`config.mk`:
```
export PLATFORM = sky130hd
export DESIGN_NAME = ahb_burst_addr_gen
export DESIGN_NICKNAME = d
export VERILOG_FILES = /design/src/rtl/ahb_burst_addr_gen.sv
export SDC_FILE = /design/constraint.sdc
export NUM_CORES = 1
export LEC_CHECK = 0
export ABC_CLOCK_PERIOD_IN_PS = 7000
export CORE_MARGIN = 2
export CORE_UTILIZATION = 30
export CTS_CLUSTER_SIZE = 10
export DETAILED_ROUTE_END_ITERATION = 12
export PLACE_DENSITY_LB_ADDON = 0.12
export SYNTH_ARGS = -nofsm -noshare
export SYNTH_HDL_FRONTEND = slang
export SYNTH_SLANG_ARGS = --single-unit
```
`constraint.sdc`:
```
create_clock -name HCLK -period 7 [get_ports HCLK]
set_input_delay 1.05 -clock HCLK [delete_from_list [all_inputs] [get_ports HCLK]]
set_output_delay 1.05 -clock HCLK [all_outputs]
set_load 0.02 [all_outputs]
```
`src/rtl/ahb_burst_addr_gen.sv`:
```
// ahb_burst_addr_gen
//   Generates the address of each beat of an AHB burst for the AHB-to-APB
//   bridge. A burst is loaded on START with a one-hot burst behaviour,
//   a start address and a size. Each ADVANCE then steps the beat address,
//   using INCR or WRAP arithmetic.
//
// Ports
//   HCLK, HRESETn       clock and asynchronous active-low reset
//   START               load a new burst (highest priority)
//   BEHAVIOR[7:0]       one-hot: SINGLE,INCR,WRAP4,INCR4,WRAP8,INCR8,WRAP16,INCR16
//   HADDR_IN, HSIZE_IN  first-beat address and size, sampled with START
//   ADVANCE             current beat completed
//   STOP                master abandoned the burst
//   ADDR_OUT, BEAT_CNT  current beat address and 0-based beat index
//   BURST_ACTIVE        burst in progress
//   LAST_BEAT           current beat is the final beat of a fixed-length burst
//   BEH_ERR             one-cycle pulse after an illegal BEHAVIOR/HSIZE at START
//   BOUND_ERR           one-cycle pulse when an INCR burst would cross 1KB
//
// Configuration
//   AHB_1KB_BOUNDARY_CHECK_EN: when defined, INCR-type bursts stop at a 1KB
//   crossing and pulse BOUND_ERR. When not defined, BOUND_ERR is tied low.
module ahb_burst_addr_gen #(
  parameter int ADDR_WIDTH = 32,
  parameter int MAX_HSIZE  = 2
) (
  input  logic                  HCLK,
  input  logic                  HRESETn,
  input  logic                  START,
  input  logic [7:0]            BEHAVIOR,
  input  logic [ADDR_WIDTH-1:0] HADDR_IN,
  input  logic [2:0]            HSIZE_IN,
  input  logic                  ADVANCE,
  input  logic                  STOP,
  output logic [ADDR_WIDTH-1:0] ADDR_OUT,
  output logic [4:0]            BEAT_CNT,
  output logic                  BURST_ACTIVE,
  output logic                  LAST_BEAT,
  output logic                  BEH_ERR,
  output logic                  BOUND_ERR
);

  localparam logic [0:0] IDLE  = 1'b0;
  localparam logic [0:0] BURST = 1'b1;
  localparam logic [2:0] MAX_SZ = 3'(MAX_HSIZE);

  logic [0:0]            state;
  logic [7:0]            beh_q;
  logic [2:0]            size_q;
  logic [ADDR_WIDTH-1:0] addr_q;
  logic [4:0]            cnt_q;
  logic                  beh_err_q;

  logic                  beh_ok, size_ok, is_wrap, fixed, last;
  logic [4:0]            last_idx;
  logic [2:0]            wrap_sh;
  logic [ADDR_WIDTH-1:0] bytes, mask, incr, nxt;

  // A non-zero value with a single bit set satisfies x & (x-1) == 0.
  assign beh_ok  = (BEHAVIOR != 8'd0) && ((BEHAVIOR & (BEHAVIOR - 8'd1)) == 8'd0);
  assign size_ok = (HSIZE_IN <= MAX_SZ);

  assign is_wrap = beh_q[2] | beh_q[4] | beh_q[6];
  assign fixed   = ~beh_q[1];

  always_comb begin
    last_idx = 5'd0;
    wrap_sh  = 3'd2;
    case (1'b1)
      beh_q[2], beh_q[3]: begin last_idx = 5'd3;  wrap_sh = 3'd2; end
      beh_q[4], beh_q[5]: begin last_idx = 5'd7;  wrap_sh = 3'd3; end
      beh_q[6], beh_q[7]: begin last_idx = 5'd15; wrap_sh = 3'd4; end
      default:            begin last_idx = 5'd0;  wrap_sh = 3'd2; end
    endcase
  end

  // For WRAPn the wrap window is n*bytes. The low bits increment within the
  // window, and the high bits stay where the burst started.
  assign bytes = ADDR_WIDTH'(1) << size_q;
  assign mask  = (bytes << wrap_sh) - ADDR_WIDTH'(1);
  assign incr  = addr_q + bytes;
  assign nxt   = is_wrap ? ((addr_q & ~mask) | (incr & mask)) : incr;

  assign last  = (state == BURST) && fixed && (cnt_q == last_idx);

`ifdef AHB_1KB_BOUNDARY_CHECK_EN
  logic cross, bound_err_q;
  assign cross = !is_wrap && (incr[ADDR_WIDTH-1:10] != addr_q[ADDR_WIDTH-1:10]);
`endif

  always_ff @(posedge HCLK or negedge HRESETn) begin
    if (!HRESETn) begin
      state     <= IDLE;
      beh_q     <= 8'd0;
      size_q    <= 3'd0;
      addr_q    <= '0;
      cnt_q     <= 5'd0;
      beh_err_q <= 1'b0;
`ifdef AHB_1KB_BOUNDARY_CHECK_EN
      bound_err_q <= 1'b0;
`endif
    end else begin
      beh_err_q <= 1'b0;
`ifdef AHB_1KB_BOUNDARY_CHECK_EN
      bound_err_q <= 1'b0;
`endif
      if (START) begin
        if (!beh_ok || !size_ok) begin
          // A bad START still kills any burst already in flight.
          state     <= IDLE;
          beh_err_q <= 1'b1;
        end else begin
          state  <= BURST;
          beh_q  <= BEHAVIOR;
          size_q <= HSIZE_IN;
          addr_q <= HADDR_IN;
          cnt_q  <= 5'd0;
        end
      end else if (state == BURST) begin
        if (STOP) begin
          state <= IDLE;
        end else if (ADVANCE) begin
          if (last) begin
            state <= IDLE;
`ifdef AHB_1KB_BOUNDARY_CHECK_EN
          end else if (cross) begin
            state       <= IDLE;
            bound_err_q <= 1'b1;
`endif
          end else begin
            // Unbounded INCR lets the 5-bit count wrap 31 -> 0.
            cnt_q  <= cnt_q + 5'd1;
            addr_q <= nxt;
          end
        end
      end
    end
  end

  assign ADDR_OUT     = addr_q;
  assign BEAT_CNT     = cnt_q;
  assign BURST_ACTIVE = (state == BURST);
  assign LAST_BEAT    = last;
  assign BEH_ERR      = beh_err_q;
`ifdef AHB_1KB_BOUNDARY_CHECK_EN
  assign BOUND_ERR    = bound_err_q;
`else
  assign BOUND_ERR    = 1'b0;
`endif

endmodule
```
==> results_tabular.tex <==
\begin{tabular}{lr}
\hline
Metric & Value \\
\hline
\multicolumn{2}{l}{\textbf{Critical path}} \\
\quad Critical path peak fanout & 36 \\
\quad Required time worst endpoint & 7240 ps \\
\quad Worst Setup End Kind & flip-flop \\
\quad Critical path class & primary input to flip-flop \\
\quad Arrival time at the worst endpoint & 4020 ps \\
\quad CP Launch Type & primary input \\
\multicolumn{2}{l}{\textbf{Die}} \\
\quad Floorplan row count & 41 \\
\quad I/O pin count & 89 \\
\quad Horizontal extent of the die & 118 um \\
\quad Die Span Y & 118 um \\
\quad Core Box Area & 12700 um\^{}2 \\
\quad Initial core utilization & 30.9\% \\
\quad Die Area & 14000 um\^{}2 \\
\multicolumn{2}{l}{\textbf{Flow run}} \\
\quad MaxCap Viol Count & 0 \\
\multicolumn{2}{l}{\textbf{Global route}} \\
\quad Overflow left after global routing & 0 \\
\quad Pin count of the biggest net entering global routing & 50 \\
\quad Tot GR Track Use & 19.5\% \\
\quad Vias in the first global route & 4137 \\
\quad First-pass GRT wire length & 22100 um \\
\quad Initial antenna violation count & 0 \\
\multicolumn{2}{l}{\textbf{Drt}} \\
\quad Avg WL per Cell & 18.5 um \\
\quad Routed Antenna Nets & 0 \\
\quad Via density per instance & 5.54 \\
\quad Count of vias placed by the detailed router & 4064 \\
\quad Post-detailed-routing wire length & 13600 um \\
\quad Number of detailed-route iterations in the first pass & 4 \\
\quad Number of violations reported at the end of detailed-routing iteration 0 & 231 \\
\quad DR DRC count & 0 \\
\multicolumn{2}{l}{\textbf{Cells and area}} \\
\quad Growth of design area from synthesis to finish & 28.6\% \\
\quad Final Non-Filler Cells & 734 \\
\quad Proportion of layout cells with a drive suffix above 1 & 6.76\% \\
\quad Most common cell after layout, fill and taps aside & clkdlybuf4s50\_1 \\
\quad Number of nets in the finished design & 613 \\
\quad Count of inserted antenna diode cells & 0 \\
\quad Final core occ & 39.8\% \\
\quad Most used cells in the layout excluding fill and tap cells & clkdlybuf4s50\_1 (86), nand2\_1 (69), dfrtp\_1 (49), nor2\_1 (37), a21oi\_1 (31) \\
\multicolumn{2}{l}{\textbf{Logic synthesis}} \\
\quad Share of async-settable or async-resettable flops after synthesis & 100\% \\
\quad Avg Cell Area, Syn & 8.00 um\^{}2 \\
\quad Register bit total from synthesis & 49 \\
\quad Number of synthesized flops with an enable pin & 0 \\
\quad Unique cell type count in the Yosys netlist & 80 \\
\quad Commonest register cell after synthesis & dfrtp\_1 \\
\quad Number of warning messages in the yosys log & 0 \\
\quad Sequential area share after synthesis & 31.3\% \\
\quad Number of cells produced by synthesis & 490 \\
\quad Post-Synthesis Cell Area & 3920 um\^{}2 \\
\multicolumn{2}{l}{\textbf{CTS}} \\
\quad Number of sinks handled by clock tree synthesis & 49 \\
\quad Htree depth & 2 \\
\quad Number of hold buffers added after cts & 0 \\
\quad Clock-pin slew on the worst setup and hold paths & 70 ps \\
\quad Clk Tree Root Cell & clkbuf\_16 \\
\quad \# Post-CTS Setup Buffers & 0 \\
\quad Maximum number of buffers from clock root to sink & 2 \\
\quad Later-pin clock latency in the skew report & 300 ps \\
\quad Total clock buffers created by CTS & 5 \\
\quad Number of gates given a new drive strength after cts & 0 \\
\quad TritonCTS clock tree & yes \\
\multicolumn{2}{l}{\textbf{Power and ir drop}} \\
\quad Power density over cell area & 172 nW/um\^{}2 \\
\quad Leakage power of the design & 1.91 nW \\
\quad Maximum resistive drop on vdd & 83.7 uV \\
\quad Power after layout & 0.867 mW \\
\multicolumn{2}{l}{\textbf{Worst hold path}} \\
\quad Class of the worst hold path & flip-flop to flip-flop \\
\multicolumn{2}{l}{\textbf{Timing}} \\
\quad FMAX & 0.265 GHz \\
\quad Setup\_tns & 0 ps \\
\quad RSZ-0062 raised after global routing & false \\
\quad Final critical delay including setup and external delays & 3780 ps \\
\quad Worst Slack Setup Final & 3220 ps \\
\quad Final Cycle Share & 53.9\% \\
\quad Final count of hold timing violations & 0 \\
\quad Relative max-transition margin & 36.1\% \\
\quad Setup violations, final & 0 \\
\quad Worst Tran Pin Value & 958 ps \\
\quad Number of max-slew violations in the final report & 0 \\
\quad Worst clock skew on the final layout & 8.02 ps \\
\multicolumn{2}{l}{\textbf{Placed design}} \\
\quad Final Wtd Congestion & 0.892 \\
\quad DP Worst Slack & 2940 ps \\
\quad Number of cells after detailed placement & 726 \\
\quad Post-detailed-placement half-perimeter wirelength & 9620 um \\
\quad Number of input and output port buffers inserted & 87 \\
\multicolumn{2}{l}{\textbf{Run status}} \\
\quad Status & finished clean \\
\hline
\end{tabular}
[power breakdown]
group / leakage [nW] / internal [mW] / switching (mW) / total, mW
logic: 1.23 / 0.120 / 0.151 / 0.271
clock network: 0.0706 / 0.132 / 0.114 / 0.245
registers: 0.606 / 0.301 / 0.0501 / 0.351
[worst max-delay path: stages]
cell	delay, ps
clkdlybuf4s50_1	460
or3_4	410
or4_4	440
and3_1	190
o211ai_2	150
buf_4	410
nand2_2	400
a311oi_1	360
a211o_1	140
[Yosys cell counts, types with 3 or more instances]
cell | number | share of area (%)
a21oi_1 | 31 | 4.0
nand2b_1 | 4 | 0.64
o2111ai_1 | 4 | 0.89
nand3_1 | 25 | 3.2
nand2_1 | 69 | 6.6
a21o_1 | 3 | 0.57
ha_1 | 4 | 1.3
a311oi_1 | 3 | 0.67
mux2i_1 | 14 | 3.6
nor2b_1 | 3 | 0.48
nor3_1 | 19 | 2.4
o31ai_1 | 3 | 0.57
and4_1 | 4 | 0.89
o21a_1 | 5 | 0.96
nor2_1 | 37 | 3.5
and3_1 | 5 | 0.80
buf_4 | 4 | 0.77
or2_2 | 5 | 0.80
o211ai_1 | 6 | 1.1
nor3b_1 | 4 | 0.77
a31oi_1 | 5 | 0.80
and2_1 | 7 | 1.1
nand4_1 | 7 | 1.1
xor2_1 | 7 | 1.6
o22ai_1 | 14 | 2.2
or3_1 | 5 | 0.80
a211oi_1 | 6 | 1.1
a211o_1 | 4 | 0.89
o21ai_0 | 22 | 2.8
o221ai_1 | 3 | 0.67
buf_2 | 5 | 0.64
xnor2_1 | 5 | 1.1
nor4_1 | 5 | 0.80
clkbuf_1 | 20 | 1.9
a41oi_1 | 3 | 0.67
inv_1 | 10 | 0.96
a22oi_1 | 4 | 0.77
dfrtp_1 | 49 | 31
[worst paths after layout]
kind                                   from                          to  slack [ps]  depth (start not counted)
worst max-delay path            BEHAVIOR[3]                   flip-flop        3220                          9
worst min-delay path               beh_q[1]                    beh_q[1]         480                          2
worst max register to register    size_q[1]                   flip-flop        3240                         12
worst min register to register     beh_q[1]                    beh_q[1]         480                          2
max in group asynchronous           HRESETn  asynchronous set/reset pin        5640                          2
min in group asynchronous           HRESETn                 BEAT_CNT[3]         890                          2
[area by class of cell]
| type | count | area [um^2] |
|---|---|---|
| fillers | 1336 | 7630 |
| multi-input cells | 401 | 2510 |
| flip-flops and latches | 49 | 1230 |
| repair buffers | 93 | 911 |
| well taps | 172 | 215 |
| clock buffers | 6 | 129 |
| inverters | 11 | 41.3 |
| clock inverters | 2 | 10.0 |
[metal layers]
metal / share of wire (%) / global-route usage, % / vias up / wire (um)
li1: - / - / 1981 / -
met1: 47 / 27.0 / 1965 / 6420
met2: 47 / 32.2 / 111 / 6440
met3: 4.3 / 2.85 / 7 / 585
met4: 0.96 / 4.44 / 0 / 131
met5: 0 / 0 / - / 0
[cells by family after synthesis]
| family | Yosys count | share of synthesized area, % |
|---|---|---|
| AO/OA/AOI/OAI | 148 | 27.4 |
| XOR/XNOR | 12 | 2.68 |
| adder cells (fa/ha/maj) | 6 | 1.79 |
| buffers and inverters | 43 | 5.04 |
| flip-flops | 49 | 31.3 |
| multiplexers | 14 | 3.57 |
| other | 2 | 0.192 |
| AND/OR/NAND/NOR | 216 | 28.1 |
[stage by stage]
step / hold slack [ps] / area (um^2)
6_report: 475 / 5040
5_1_grt: 521 / 5040
4_1_cts: 483 / 5040
3_5_place_dp: 468 / 4900
3_3_place_gp: 465 / 4900
2_1_floorplan: 439 / 3930
Power figures use the tool's default switching activity.
